### config.mk
export PLATFORM = sky130hd
export DESIGN_NAME = soc_addr_decode
export DESIGN_NICKNAME = d
export VERILOG_FILES = /design/src/rtl/soc_addr_decode.sv
export SDC_FILE = /design/constraint.sdc
export NUM_CORES = 1
export LEC_CHECK = 0
export BUFFER_PORTS_ARGS = -buffer_cell sky130_fd_sc_hd__buf_2
export CORE_AREA = 2 2 129 119
export CTS_BUF_LIST = sky130_fd_sc_hd__clkbuf_2
export DETAILED_ROUTE_END_ITERATION = 8
export DIE_AREA = 0 0 131 121
export GPL_ROUTABILITY_DRIVEN = 0
export SYNTH_ARGS = -nofsm -noshare
export SYNTH_HDL_FRONTEND = slang
export SYNTH_SLANG_ARGS = --single-unit
### constraint.sdc
create_clock -name clk_i -period 11.35 [get_ports clk_i]
set_input_delay 2.27 -clock clk_i [delete_from_list [all_inputs] [get_ports clk_i]]
set_output_delay 2.27 -clock clk_i [all_outputs]
set_load 0.02 [all_outputs]
### src/rtl/soc_addr_decode.sv
// rtl/soc_addr_decode.sv - address decoder routing requests to nine slave regions
module soc_addr_decode #(
    parameter int AddrWidth = 64,
    parameter int IdWidth   = 4,
    parameter int CntWidth  = 16
) (
    input  logic                 clk_i,
    input  logic                 rst_i,
    input  logic                 req_valid_i,
    output logic                 req_ready_o,
    input  logic [AddrWidth-1:0] req_addr_i,
    input  logic [IdWidth-1:0]   req_id_i,
    input  logic                 req_write_i,
    output logic                 slv_valid_o,
    input  logic                 slv_ready_i,
    output logic [3:0]           slv_sel_o,
    output logic [AddrWidth-1:0] slv_offset_o,
    output logic [IdWidth-1:0]   slv_id_o,
    output logic                 slv_write_o,
    output logic                 err_valid_o,
    input  logic                 err_ready_i,
    output logic [IdWidth-1:0]   err_id_o,
    output logic                 err_write_o,
    output logic [CntWidth-1:0]  err_cnt_o
);

    typedef enum logic [1:0] {EMPTY, SLV, ERR} state_t;

    state_t state;

    function automatic logic [AddrWidth-1:0] region_base(input int idx);
        case (idx)
            0:       region_base = AddrWidth'(32'h8000_0000);
            1:       region_base = AddrWidth'(32'h4000_0000);
            2:       region_base = AddrWidth'(32'h3000_0000);
            3:       region_base = AddrWidth'(32'h2000_0000);
            4:       region_base = AddrWidth'(32'h1000_0000);
            5:       region_base = AddrWidth'(32'h0C00_0000);
            6:       region_base = AddrWidth'(32'h0200_0000);
            7:       region_base = AddrWidth'(32'h0001_0000);
            default: region_base = '0;
        endcase
    endfunction

    function automatic logic [AddrWidth-1:0] region_len(input int idx);
        case (idx)
            0:       region_len = AddrWidth'(32'h4000_0000);
            1:       region_len = AddrWidth'(32'h0000_1000);
            2:       region_len = AddrWidth'(32'h0001_0000);
            3:       region_len = AddrWidth'(32'h0080_0000);
            4:       region_len = AddrWidth'(32'h0000_1000);
            5:       region_len = AddrWidth'(32'h0400_0000);
            6:       region_len = AddrWidth'(32'h0010_0000);
            7:       region_len = AddrWidth'(32'h0001_0000);
            default: region_len = AddrWidth'(32'h0000_1000);
        endcase
    endfunction

    logic                 dec_hit;
    logic [3:0]           dec_sel;
    logic [AddrWidth-1:0] dec_base;

    // Regions are disjoint, so the first match is the only match.
    always_comb begin
        dec_hit  = 1'b0;
        dec_sel  = '0;
        dec_base = '0;
        for (int i = 0; i < 9; i++) begin
            if (!dec_hit && req_addr_i >= region_base(i) &&
                req_addr_i < region_base(i) + region_len(i)) begin
                dec_hit  = 1'b1;
                dec_sel  = 4'(i);
                dec_base = region_base(i);
            end
        end
    end

    logic out_done;
    logic accept;

    assign out_done    = (state == SLV && slv_ready_i) || (state == ERR && err_ready_i);
    assign req_ready_o = !rst_i && (state == EMPTY || out_done);
    assign accept      = req_valid_i && req_ready_o;
    assign slv_valid_o = (state == SLV);
    assign err_valid_o = (state == ERR);

    always_ff @(posedge clk_i) begin
        if (rst_i) begin
            state        <= EMPTY;
            slv_sel_o    <= '0;
            slv_offset_o <= '0;
            slv_id_o     <= '0;
            slv_write_o  <= 1'b0;
            err_id_o     <= '0;
            err_write_o  <= 1'b0;
            err_cnt_o    <= '0;
        end else begin
            if (accept) begin
                if (dec_hit) begin
                    state        <= SLV;
                    slv_sel_o    <= dec_sel;
                    slv_offset_o <= req_addr_i - dec_base;
                    slv_id_o     <= req_id_i;
                    slv_write_o  <= req_write_i;
                    err_id_o     <= '0;
                    err_write_o  <= 1'b0;
                end else begin
                    state        <= ERR;
                    slv_sel_o    <= '0;
                    slv_offset_o <= '0;
                    slv_id_o     <= '0;
                    slv_write_o  <= 1'b0;
                    err_id_o     <= req_id_i;
                    err_write_o  <= req_write_i;
                end
            end else if (out_done) begin
                state        <= EMPTY;
                slv_sel_o    <= '0;
                slv_offset_o <= '0;
                slv_id_o     <= '0;
                slv_write_o  <= 1'b0;
                err_id_o     <= '0;
                err_write_o  <= 1'b0;
            end
            if (accept && !dec_hit && err_cnt_o != '1) begin
                err_cnt_o <= err_cnt_o + 1'b1;
            end
        end
    end

endmodule

==> results.md <==
- Die footprint: between 15000 and 20000 um^2
- Slew margin rel.: a little over a fifth
- Crit-path cells: buf_2 -> or3b_1 -> o31ai_2 -> buf_2
- Power density cells: 106.4 nW/um^2
- Endpoints failing hold: 0
- # diodes: 0
- Hold Buf Count CTS: 0
- Startpoint Class: primary input
- Synth Cell Area: about 4300 um^2
- Max Cap Violations: 0
- Global route overflow: 0
- Netlist cell types: 62
- Drt first pass iters: 4
- Syn_area_per_cell: between 9 and 10 um^2
- RSZ-0062 raised after global routing: no
- Post-layout min period: 5.638 ns
- Complex-gate fraction of the synthesized area: between 20% and 30%
- # setup viols final: 0
- Cell mode on critical path: buf_2
- Period utilization: just under 50%
- Post-synth top area share: between 40 and 50%
- Arr. time, crit path: about 3.4 ns
- Starting Density: around 30%
- Hold slack: 0.4676 ns
- GR met3 Demand/Resource: under 10%
- Area leader, netlist: dfxtp_1
- Synth Register Bits: between 90 and 100
- Rows: between 40 and 50
- Met2 usage: between 20% and 30%
- Post-CTS Resized: 0
- Main combinational cell family by area after synthesis: compound AO/OA/AOI/OAI gates
- Crit path capture: req_ready_o
- Fin util: 37.20%
- Final WL: roughly 12000 um
- Clk sinks: 96
- Num CTS Buffers: 9
- Detailed Place HPWL: roughly 8900 um
- CP startpoint: rst_i
- Worst Hold Class: flop to flop
- # fillers: between 1000 and 1500
- Synth area leaders: dfxtp_1 (45%), a22o_1 (7.6%), a21o_1 (5.8%)
- Layout cell share with drive strength beyond 1: 34.54%
- Mux contribution to synthesized area: 1.403%
- Root Buffer: clkbuf_2
- Final ANT Viol Nets: 0
- Largest net degree at the start of global routing: 59
- Gr busiest metal: met2
- Critical Path End Type: output pin
- Critical Path Max Stage Delay: about 0.43 ns
- Post-Syn Nets: between 500 and 600
- Core ar.: 14450 um^2
- Min-Delay Startpoint: slv_sel_o[1]
- Number of post-CTS setup repair buffers: 0
- Wirelength per Cell: around 15 um
- Io pins: between 150 and 200
- Input/output buffers: between 150 and 200
- Post-Synth Simple-Gate Area: ~20%
- Status: finished, final reports clean
- Vias in the first global route: approximately 3900
- FF-to-FF Start: err_cnt_o[3]
- Initial antenna violation count: 1
- Vias: 4017
- Placed cell count: 790
- EDFF count, synth: 0
- Worst VDD drop: 0.07671 mV
- Critical path class: primary input to output pin
- Synthesis Warnings: 0
- TNS Setup: 0 ns
- Leak: 0.002678 uW
- Adder-Cell Fraction of Synth Area: 3.507%
- Avg Vias per Cell: 4.984
- Max Root-Sink Buffers: 2
- Reg2Reg Depth: 6
- Seq/Total Area, Yosys: roughly 45%
- Asr flop ratio synth: 0%
- Synth Instances: around 450
- Max Transition Viols Final: 0
- GRT Overall Usage: around 16%
- Synth Flop Type: dfxtp_1
- R2R Setup Slk: 8.62 ns
- Nets@finish: a little under 700
- Worst Max-Slew Pin Slew: roughly 1.2 ns
- Final Skew: around 0.023 ns
- Max Fanout on Critical Path: 30
- Worst-path clk slew: 0.27 ns
- Area grow syn2layout: 25.57%
- Slowest cell on the critical path: or3b_1
- Met1 Use GR: about 19%
- Worst-Skew Late Latency: a little over 0.6 ns
- Reg-to-reg critical path endpoint: err_cnt_o[7]
- First-pass GRT wire length: ~19000 um
- Post-synthesis xor/xnor area fraction: 2.455%
- 1st-iter DRT viols: between 150 and 200
- Achievable frequency: 0.1774 GHz
- Final Instance Count excl. Fillers: between 800 and 900
- Worst path required time: approximately 9.1 ns
- Total power: between 500 and 600 uW
- Die H: about 120 um
- H-tree Lvls: 3
- # DRC: 0
- Commonest non-fill, non-tap cell in the layout: buf_2
- TritonCTS clock tree: built
- Most frequent cells in the layout: buf_2 (170), dfxtp_1 (96), a22o_1 (37)
- Die width: about 130 um
## metrics by stage
stage | setup slack (ns) | area, um^2
after floorplan | 6.144 | 4282
after global placement | 5.385 | 5278
after detailed placement | 5.207 | 5278
after CTS | 5.704 | 5376
after global routing | 5.649 | 5376
final | 5.712 | 5376
## registers in the layout, indices dropped and copies added (netlist names)
name	count
err_id_o	4
err_cnt_o	16
slv_offset_o	64
slv_sel_o	4
state	2
err_write_o	1
slv_write_o	1
slv_id_o	4
## where the power goes
part	internal, uW	switching (uW)
sequential	341	2.58
combinational	25.8	43.4
clock	31.3	127
## cells in the mapped netlist (all sizes together), types with 2 or more instances
cell,n
dfxtp,96
a22o,37
a21o,33
nor2,32
nand2,26
a21oi,18
clkbuf,18
nor4,15
ha,12
nor3,12
buf,9
nand4,9
nor2b,9
o21ai,9
or3,9
xnor2,9
a22oi,8
inv,8
nand3,8
and2,6
a31oi,5
mux2,5
o21a,5
and3,4
o311ai,4
or2,4
a21boi,3
nor3b,3
o31a,3
o41ai,3
xor2,3
a311oi,2
nand3b,2
o2111ai,2
or4,2
## cell families (layout without fill, tap and decap cells)
family | Yosys count | count (layout)
buf+inv | 35 | 197
compound gates | 139 | 139
mux | 5 | 5
fa+ha+maj | 12 | 12
simple gates | 147 | 147
flops | 96 | 96
xor+xnor | 12 | 12
## worst max-delay path: cells and delay by family
| family | cells | cell delay (ns) |
|---|---|---|
| AOI/OAI and AO/OA | 1 | 0.13 |
| buffers and inverters | 2 | 0.53 |
| and+or+nand+nor | 1 | 0.43 |
## worst min path at each step
| stage | end | slack [ns] | cells after the start |
|---|---|---|---|
| 2_1_floorplan | state[1] | 0.47 | 2 |
| 3_3_place_gp | slv_offset_o[63] | 0.43 | 1 |
| 3_5_place_dp | slv_offset_o[39] | 0.43 | 1 |
| 4_1_cts | slv_offset_o[19] | 0.47 | 2 |
| 5_1_grt | slv_offset_o[19] | 0.49 | 2 |
| 6_report | slv_sel_o[1] | 0.47 | 2 |
## area by class of cell
type / instances / area [um^2] / area share, %
Multi-Input combinational cell: 315 / 2205 / 41.01
Tap cell: 198 / 247.7 / 4.608
Clock inverter: 7 / 53.80 / 1.001
Timing Repair Buffer: 173 / 873.3 / 16.24
Clock buffer: 9 / 45.04 / 0.8378
Sequential cell: 96 / 1922 / 35.75
Inverter: 8 / 30.03 / 0.5585
## layer usage
metal  part of all wire, %  wire length [um]
met5                     0                 0
met4                   1.2               141
met3                   8.2               994
met2                    46              5563
met1                    45              5427
(Power assumes the default switching activity.)
